File: src/rtl/id_exe_stage_if.sv
// ID/EXE pipeline boundary bundle: decoded instruction, hazard-unit flags,
// forwarding sources, registered EXE-side outputs and fetch enables.
// master = decode/hazard side driving ID_*, slave = the id_exe_stage register.
interface id_exe_if #(
  parameter int DW    = 32,
  parameter int CNT_W = 16
);
  // Decode side
  logic             ID_valid;
  logic [DW-1:0]    ID_A;
  logic [DW-1:0]    ID_B;
  logic [DW-1:0]    ID_imm;
  logic             ID_ALUSRC;
  logic [3:0]       ID_ALUC;
  logic [4:0]       ID_rd;
  logic             ID_WREG;
  logic             ID_SLD;
  logic             ID_WMEM;
  // Hazard unit
  logic [1:0]       A_DEPEN;
  logic [1:0]       B_DEPEN;
  logic             LOAD_DEPEN;
  logic             FLUSH;
  // Forwarding sources from later stages
  logic [DW-1:0]    EXE_ALU;
  logic [DW-1:0]    MEM_DATA;
  // Registered EXE-stage view
  logic [DW-1:0]    EXE_A;
  logic [DW-1:0]    EXE_B;
  logic [DW-1:0]    EXE_ST;
  logic [3:0]       EXE_ALUC;
  logic [4:0]       EXE_rd;
  logic             EXE_WREG;
  logic             EXE_SLD;
  logic             EXE_WMEM;
  logic             EXE_valid;
  // Fetch enables and stall statistics
  logic             PC_WRITE;
  logic             IFID_WRITE;
  logic [CNT_W-1:0] STALL_CNT;

  modport master (
    output ID_valid, ID_A, ID_B, ID_imm, ID_ALUSRC, ID_ALUC, ID_rd,
           ID_WREG, ID_SLD, ID_WMEM, A_DEPEN, B_DEPEN, LOAD_DEPEN, FLUSH,
           EXE_ALU, MEM_DATA,
    input  EXE_A, EXE_B, EXE_ST, EXE_ALUC, EXE_rd, EXE_WREG, EXE_SLD,
           EXE_WMEM, EXE_valid, PC_WRITE, IFID_WRITE, STALL_CNT
  );

  modport slave (
    input  ID_valid, ID_A, ID_B, ID_imm, ID_ALUSRC, ID_ALUC, ID_rd,
           ID_WREG, ID_SLD, ID_WMEM, A_DEPEN, B_DEPEN, LOAD_DEPEN, FLUSH,
           EXE_ALU, MEM_DATA,
    output EXE_A, EXE_B, EXE_ST, EXE_ALUC, EXE_rd, EXE_WREG, EXE_SLD,
           EXE_WMEM, EXE_valid, PC_WRITE, IFID_WRITE, STALL_CNT
  );
endinterface

File: src/rtl/id_exe_stage.sv
// ID->EXE pipeline register with operand forwarding, bubble insertion and a load-use stall counter.
// Latency: 1 cycle from ID inputs to EXE_* outputs; PC_WRITE/IFID_WRITE are combinational.
// Backpressure: a load-use hazard deasserts PC_WRITE/IFID_WRITE for one cycle and injects a bubble; FLUSH overrides.
//
// Ports: clk, rst_n (synchronous, active-low); bus (id_exe_if.slave) carries
// the ID-side instruction, hazard flags, forwarding sources, the registered
// EXE_* bundle, the fetch enables and STALL_CNT.
module id_exe_stage #(
  parameter int DW    = 32,
  parameter int CNT_W = 16
) (
  input  logic    clk,
  input  logic    rst_n,
  id_exe_if.slave bus
);

  logic          stall;
  logic          capture;
  logic [DW-1:0] fwd_a;
  logic [DW-1:0] fwd_b;
  logic [CNT_W-1:0] cnt_q;

  // Hold fetch only for a live load-use hazard; a flush kills the dependent
  // instruction anyway, so stalling for it would waste a cycle.
  assign stall   = bus.LOAD_DEPEN & bus.ID_valid & ~bus.FLUSH;
  assign capture = bus.ID_valid & ~bus.LOAD_DEPEN & ~bus.FLUSH;

  assign bus.PC_WRITE   = ~stall;
  assign bus.IFID_WRITE = ~stall;
  assign bus.STALL_CNT  = cnt_q;

  // Youngest producer (EXE) wins over MEM. Dependency flags on a bubble are
  // meaningless and are ignored.
  always_comb begin
    fwd_a = bus.ID_A;
    if (bus.ID_valid) begin
      if (bus.A_DEPEN[0])      fwd_a = bus.EXE_ALU;
      else if (bus.A_DEPEN[1]) fwd_a = bus.MEM_DATA;
    end
  end

  always_comb begin
    fwd_b = bus.ID_B;
    if (bus.ID_valid) begin
      if (bus.B_DEPEN[0])      fwd_b = bus.EXE_ALU;
      else if (bus.B_DEPEN[1]) fwd_b = bus.MEM_DATA;
    end
  end

  always_ff @(posedge clk) begin
    if (!rst_n || !capture) begin
      // Bubble: every EXE field zeroed so EXE_SLD=0 cannot re-trigger a stall.
      bus.EXE_A     <= '0;
      bus.EXE_B     <= '0;
      bus.EXE_ST    <= '0;
      bus.EXE_ALUC  <= '0;
      bus.EXE_rd    <= '0;
      bus.EXE_WREG  <= 1'b0;
      bus.EXE_SLD   <= 1'b0;
      bus.EXE_WMEM  <= 1'b0;
      bus.EXE_valid <= 1'b0;
    end else begin
      bus.EXE_A     <= fwd_a;
      bus.EXE_B     <= bus.ID_ALUSRC ? bus.ID_imm : fwd_b;
      bus.EXE_ST    <= fwd_b;
      bus.EXE_ALUC  <= bus.ID_ALUC;
      bus.EXE_rd    <= bus.ID_rd;
      bus.EXE_WREG  <= bus.ID_WREG;
      bus.EXE_SLD   <= bus.ID_SLD;
      bus.EXE_WMEM  <= bus.ID_WMEM;
      bus.EXE_valid <= 1'b1;
    end
  end

  // Saturating stall counter; flush cycles never reach here since stall=0.
  always_ff @(posedge clk) begin
    if (!rst_n) begin
      cnt_q <= '0;
    end else if (stall && (cnt_q != {CNT_W{1'b1}})) begin
      cnt_q <= cnt_q + {{(CNT_W-1){1'b0}}, 1'b1};
    end
  end

endmodule

File: src/flat_wrapper.sv
// flat-port wrapper written by rule: the top's interface ports become plain ports
module id_exe_stage_flat 
#(
  parameter int DW    = 32,
  parameter int CNT_W = 16
)
  (clk, rst_n, bus_ID_valid, bus_ID_A, bus_ID_B, bus_ID_imm, bus_ID_ALUSRC, bus_ID_ALUC, bus_ID_rd, bus_ID_WREG, bus_ID_SLD, bus_ID_WMEM, bus_A_DEPEN, bus_B_DEPEN, bus_LOAD_DEPEN, bus_FLUSH, bus_EXE_ALU, bus_MEM_DATA, bus_EXE_A, bus_EXE_B, bus_EXE_ST, bus_EXE_ALUC, bus_EXE_rd, bus_EXE_WREG, bus_EXE_SLD, bus_EXE_WMEM, bus_EXE_valid, bus_PC_WRITE, bus_IFID_WRITE, bus_STALL_CNT);
  id_exe_if #(.DW(DW), .CNT_W(CNT_W)) bus_i ();
  input  logic clk;
  input  logic rst_n;
  input wire logic [$bits(bus_i.ID_valid)-1:0] bus_ID_valid;
  input wire logic [$bits(bus_i.ID_A)-1:0] bus_ID_A;
  input wire logic [$bits(bus_i.ID_B)-1:0] bus_ID_B;
  input wire logic [$bits(bus_i.ID_imm)-1:0] bus_ID_imm;
  input wire logic [$bits(bus_i.ID_ALUSRC)-1:0] bus_ID_ALUSRC;
  input wire logic [$bits(bus_i.ID_ALUC)-1:0] bus_ID_ALUC;
  input wire logic [$bits(bus_i.ID_rd)-1:0] bus_ID_rd;
  input wire logic [$bits(bus_i.ID_WREG)-1:0] bus_ID_WREG;
  input wire logic [$bits(bus_i.ID_SLD)-1:0] bus_ID_SLD;
  input wire logic [$bits(bus_i.ID_WMEM)-1:0] bus_ID_WMEM;
  input wire logic [$bits(bus_i.A_DEPEN)-1:0] bus_A_DEPEN;
  input wire logic [$bits(bus_i.B_DEPEN)-1:0] bus_B_DEPEN;
  input wire logic [$bits(bus_i.LOAD_DEPEN)-1:0] bus_LOAD_DEPEN;
  input wire logic [$bits(bus_i.FLUSH)-1:0] bus_FLUSH;
  input wire logic [$bits(bus_i.EXE_ALU)-1:0] bus_EXE_ALU;
  input wire logic [$bits(bus_i.MEM_DATA)-1:0] bus_MEM_DATA;
  output wire logic [$bits(bus_i.EXE_A)-1:0] bus_EXE_A;
  output wire logic [$bits(bus_i.EXE_B)-1:0] bus_EXE_B;
  output wire logic [$bits(bus_i.EXE_ST)-1:0] bus_EXE_ST;
  output wire logic [$bits(bus_i.EXE_ALUC)-1:0] bus_EXE_ALUC;
  output wire logic [$bits(bus_i.EXE_rd)-1:0] bus_EXE_rd;
  output wire logic [$bits(bus_i.EXE_WREG)-1:0] bus_EXE_WREG;
  output wire logic [$bits(bus_i.EXE_SLD)-1:0] bus_EXE_SLD;
  output wire logic [$bits(bus_i.EXE_WMEM)-1:0] bus_EXE_WMEM;
  output wire logic [$bits(bus_i.EXE_valid)-1:0] bus_EXE_valid;
  output wire logic [$bits(bus_i.PC_WRITE)-1:0] bus_PC_WRITE;
  output wire logic [$bits(bus_i.IFID_WRITE)-1:0] bus_IFID_WRITE;
  output wire logic [$bits(bus_i.STALL_CNT)-1:0] bus_STALL_CNT;
  assign bus_i.ID_valid = bus_ID_valid;
  assign bus_i.ID_A = bus_ID_A;
  assign bus_i.ID_B = bus_ID_B;
  assign bus_i.ID_imm = bus_ID_imm;
  assign bus_i.ID_ALUSRC = bus_ID_ALUSRC;
  assign bus_i.ID_ALUC = bus_ID_ALUC;
  assign bus_i.ID_rd = bus_ID_rd;
  assign bus_i.ID_WREG = bus_ID_WREG;
  assign bus_i.ID_SLD = bus_ID_SLD;
  assign bus_i.ID_WMEM = bus_ID_WMEM;
  assign bus_i.A_DEPEN = bus_A_DEPEN;
  assign bus_i.B_DEPEN = bus_B_DEPEN;
  assign bus_i.LOAD_DEPEN = bus_LOAD_DEPEN;
  assign bus_i.FLUSH = bus_FLUSH;
  assign bus_i.EXE_ALU = bus_EXE_ALU;
  assign bus_i.MEM_DATA = bus_MEM_DATA;
  assign bus_EXE_A = bus_i.EXE_A;
  assign bus_EXE_B = bus_i.EXE_B;
  assign bus_EXE_ST = bus_i.EXE_ST;
  assign bus_EXE_ALUC = bus_i.EXE_ALUC;
  assign bus_EXE_rd = bus_i.EXE_rd;
  assign bus_EXE_WREG = bus_i.EXE_WREG;
  assign bus_EXE_SLD = bus_i.EXE_SLD;
  assign bus_EXE_WMEM = bus_i.EXE_WMEM;
  assign bus_EXE_valid = bus_i.EXE_valid;
  assign bus_PC_WRITE = bus_i.PC_WRITE;
  assign bus_IFID_WRITE = bus_i.IFID_WRITE;
  assign bus_STALL_CNT = bus_i.STALL_CNT;
  id_exe_stage #(.DW(DW), .CNT_W(CNT_W)) u_core (.clk(clk), .rst_n(rst_n), .bus(bus_i));
endmodule
File: config.mk
export PLATFORM = sky130hd
export DESIGN_NAME = id_exe_stage_flat
export DESIGN_NICKNAME = d
export VERILOG_FILES = /design/src/rtl/id_exe_stage_if.sv /design/src/rtl/id_exe_stage.sv /design/src/flat_wrapper.sv
export SDC_FILE = /design/constraint.sdc
export NUM_CORES = 1
export LEC_CHECK = 0
export ABC_AREA = 0
export BUFFER_PORTS_ARGS = -buffer_cell sky130_fd_sc_hd__buf_4
export CORE_MARGIN = 3
export CORE_UTILIZATION = 30
export CTS_CLUSTER_SIZE = 28
export DETAILED_ROUTE_END_ITERATION = 12
export PLACE_DENSITY = 0.56
export SKIP_LAST_GASP = 1
export SYNTH_ARGS = -nofsm -noshare
export SYNTH_HDL_FRONTEND = slang
export SYNTH_SLANG_ARGS = --single-unit
File: constraint.sdc
create_clock -name clk -period 2 [get_ports clk]
set_input_delay 0.1 -clock clk [delete_from_list [all_inputs] [get_ports clk]]
set_output_delay 0.1 -clock clk [all_outputs]
set_load 0.1 [all_outputs]
After elaboration in Yosys (flattened, before gate mapping)
Index checks and enable logic that the tools add are counted.

Flip-flop bits (word level): 125. Input bits: 182. Word-level logic and storage cells: 31.

Add/subtract/negate cells: 1. Reduce and logical (&&, ||, !) cells: 4. Bitwise logic cells: 7. Eq/ne operators: 1. Multiplexer cells: 8.

Operators with widths (count): 32-bit two-way mux (7); 16-bit by 1-bit adder with 16-bit output, second input constant (1); 16-bit != test, second input constant (1); 1-bit AND (4); 1-bit NOT (3); 1-bit logical NOT (2); 1-bit logical AND (1); 1-bit logical OR (1); 1-bit two-way mux (1).

Depth between registers and ports, before layout
Depth after elaboration: 6. Gate-level depth with buffers: 7. Mapped depth without buffers: 5.

Least setup slack after synthesis
Ideal clock, no wire load.

Path kind: register to register. Start: register u_core.cnt_q[1] (netlist: u_core.bus.STALL_CNT[1]). End: register u_core.cnt_q[10] (netlist: u_core.bus.STALL_CNT[10]). Setup time: 0.070 ns. Arrival time: 2.493 ns. Slack: -0.564 ns. Stages on the path, launching flop included: 6. Period minus slack after synthesis: 2.564 ns. Path buffers: 0. Cells stage by stage: dfxtp_1 -> ha_1 -> nand4_1 -> or3_4 -> or4_1 -> a21oi_1.

Word-level cells in the longest chain between the ends: 2. Elaborated cells between the ends (all ways): 3. Those cells by class: 1 x add/sub; 1 x eq/ne; 1 x reduce/logical.

Ends and longest elaborated chain: from (decl) (RTL line id_exe_stage.sv:21) `logic [CNT_W-1:0] cnt_q;`; from (signal assigned) (RTL line id_exe_stage.sv:80) `cnt_q <= cnt_q + {{(CNT_W-1){1'b0}}, 1'b1};`; branches (longest 2 deep; another with 16-bit by 1-bit adder with 16-bit output).

Parallel ways; which one is timed is not known. A chain may end at the register's enable or synchronous reset.

Worst setup path after layout
Start: register u_core.cnt_q[0] (netlist: u_core.bus.STALL_CNT[0]). End: register u_core.cnt_q[10] (netlist: u_core.bus.STALL_CNT[10]).

Same word-level chain as after synthesis.

==> impl_results.md <==
* Actual slew at the worst max-slew pin at 601 ps
* Number of global-route vias before repair at 6462
* CP max stage cell: or4_1
* RePlAce Congestion at 0.853
* Final period util at 0.883
* Skew final at 7.88 ps
* Hold WS at 12.4 ps
* PD cells at 754 nW/um^2
* Diodes inserted at 0
* Commonest non-fill, non-tap cell in the layout: buf_4
* Sinks on Clock Net at 125
* Post-route DRC at 0
* Clock H-tree levels at 4
* Yosys warnings at 0
* Die ar. at 19200 um^2
* WP buf/inv at 0
* Post-synth cell types at 33
* Finished Cell Area at 9770 um^2
* CP peak stage delay at 480 ps
* Fmax at 566 MHz
* Skew-Pair Late Insertion Delay at 410 ps
* Routed len/inst at 18.4 um
* Max Cap Violations at 0
* CTS tree: built
* Initial antenna violation count at 0
* Final wirelength at 23.0 mm
* Placed cell areas at 7830 um^2
* Worst slack, placed at 243 ps
* HP Class: in -> reg
* Layout fillers at 1486
* Cell row count at 47
* Finished Core Util at 0.579
* DRT iter0 DRCs at 266
* Crit-path max FO at 6
* Setup Fix Bufs, Post-CTS at 0
* Io pins at 309
* Hold Fails Final Rpt at 0
* Cell Chain, Critical Path: ha_1, nand4_1, or3_4, or4_1, a21oi_1
* First-pass GRT wire length at 34.9 mm
* Core Area at 16900 um^2
* Final setup violation count at 0
* GRT Residual Overflow at 0
* Detailed-route via count at 6314
* Starting Density at 0.312
* Final max-slew violation count at 0
* Flops & latches, synth at 125
* CTS Root Cell: clkbuf_16
* Sequential-to-total area share from yosys stat at 0.475
* Outcome: complete, no violations
* Max_slew headroom at 0.596
* CP endpoint kind: flip-flop
* Antenna Nets Post-Route at 0
* Synthesized area at 5270 um^2
* Syn nets at 781
* Crit path kind: reg -> reg
* Share of cells above drive strength 1 at 0.368
* Via density per instance at 5.05
* Mean post-synth cell area at 8.81 um^2
* Data required, critical path at 2340 ps
* VDD IR max at 0.000593 V
* IO buf count at 308
* Die width at 139 um
* Post-layout min period at 1770 ps
* Total CTS buffers at 17
* Half-perimeter wire length after placement at 16.6 mm
* Pwr Total at 7.37 mW
* Largest net degree at the start of global routing at 65
* Syn Inst Count at 598
* Fin nets at 1201
* Critical path launch point type: flip-flop
* Die height at 139 um
* Static Leakage at 4.37 nW
* PnR worst setup slack at 234 ps
* Detailed Routing Iterations Pass 1 at 5
* Kind of cell adding the most delay to the critical path: simple AND/OR/NAND/NOR gates
* Total Routing Usage GR at 0.228
* Clk slew on worst S/H paths at 60 ps
* Commonest cells after routing, fill and taps aside: buf_4 (326), dlygate4sd3_1 (128), dfxtp_1 (109), nor2_1 (99), a211oi_1 (63)
* RSZ-0062 raised after global routing: false
* Crit path DAT at 2100 ps
* Clk buf depth at 2
* Layout Area Growth over Synthesis at 85.5%
## cell families after synthesis
kind of cell,after synthesis,share of synthesized area
multiplexers,36,0.0684
buffers and inverters,61,0.0463
AO/OA/AOI/OAI,151,0.200
AND/OR/NAND/NOR,224,0.207
adder cells (fa/ha/maj),1,0.00237
flip-flops,125,0.475
## timing repair
| action | CTS | global route |
|---|---|---|
| hold endpoints to repair | 103 | 0 |
| hold buffers | 128 | 0 |
| resized for setup | 0 | 0 |
| setup endpoints to repair | 0 | 0 |
## flip-flops by register name, summed over array words and instances (netlist names), 4 cells and up
signal                cells
u_core.bus.EXE_A         32
u_core.bus.EXE_B         32
u_core.bus.EXE_ST        32
u_core.bus.STALL_CNT     16
u_core.bus.EXE_rd         5
u_core.bus.EXE_ALUC       4
## final cells by class
cell class | instances | area [um^2] | area share
flip-flops and latches | 125 | 2530 | 0.259
repair buffers | 455 | 3750 | 0.384
well taps | 220 | 275 | 0.0282
inverters | 7 | 26.3 | 0.00269
multi-input cells | 412 | 2530 | 0.259
clock inverters | 9 | 155 | 0.0159
clock buffers | 23 | 499 | 0.0511
## synth_stat cells
cell type | instances | area share
buf_4 | 3 | 0.0043
and3_1 | 4 | 0.0047
inv_1 | 4 | 0.0028
nor4_1 | 4 | 0.0047
nand4_1 | 5 | 0.0059
dfxtp_1 | 125 | 0.48
nand3_1 | 36 | 0.034
and3b_1 | 1 | 0.0017
and2_0 | 1 | 0.0012
a221oi_1 | 31 | 0.052
o31ai_1 | 4 | 0.0057
a211oi_1 | 63 | 0.090
or3_4 | 1 | 0.0021
nor2_1 | 100 | 0.071
buf_2 | 3 | 0.0028
or4_1 | 5 | 0.0071
nand3b_1 | 2 | 0.0028
nand2_1 | 10 | 0.0071
or3_1 | 3 | 0.0036
and2_1 | 13 | 0.015
a22oi_1 | 1 | 0.0014
o211a_1 | 1 | 0.0019
a311oi_1 | 2 | 0.0033
mux2i_1 | 36 | 0.068
a31oi_1 | 1 | 0.0012
a21oi_1 | 42 | 0.040
nor3_1 | 4 | 0.0038
nand2b_1 | 35 | 0.042
o21ai_0 | 6 | 0.0057
inv_2 | 3 | 0.0021
buf_1 | 5 | 0.0036
ha_1 | 1 | 0.0024
clkbuf_1 | 43 | 0.031
## through the flow
stage	TNS, ps	std cells
global route	0	1251
detailed placement	0	1091
floorplan	-11.7	598
global placement	0	1091
CTS	0	1251
finish	0	1251
## final timing paths
kind                                                             from                                    end  slack [ps]  depth (start not counted)
worst min-delay path                                      bus_ID_A[7]         u_core.bus.EXE_A[7]$_SDFF_PN0_          10                          3
worst max register to register   u_core.bus.STALL_CNT[0]$_SDFFE_PN0P_  u_core.bus.STALL_CNT[10]$_SDFFE_PN0P_         230                          5
worst max-delay path             u_core.bus.STALL_CNT[0]$_SDFFE_PN0P_  u_core.bus.STALL_CNT[10]$_SDFFE_PN0P_         230                          5
worst min register to register  u_core.bus.STALL_CNT[13]$_SDFFE_PN0P_  u_core.bus.STALL_CNT[13]$_SDFFE_PN0P_         500                          2
## metal layers
layer  up-vias  GRT usage  share of wire
met2       308      0.397           0.50
met4         0     0.0967          0.033
li1       3008          -              -
met5         -          0              0
met3        54     0.0763          0.088
met1      2944      0.253           0.38
## power breakdown
group          total [mW]  leakage [nW]  switching [mW]  internal (mW)
combinational        1.42          3.03           0.788          0.635
clock                3.40         0.318            1.13           2.26
sequential           2.55          1.02          0.0162           2.53
total                7.37          4.37            1.94           5.43
## worst min-delay path, cell delays in order
cell and delay [ps]:
buf_4 110, nor2_1 100, a211oi_1 60
No activity file was read; power rests on OpenSTA's default activity.
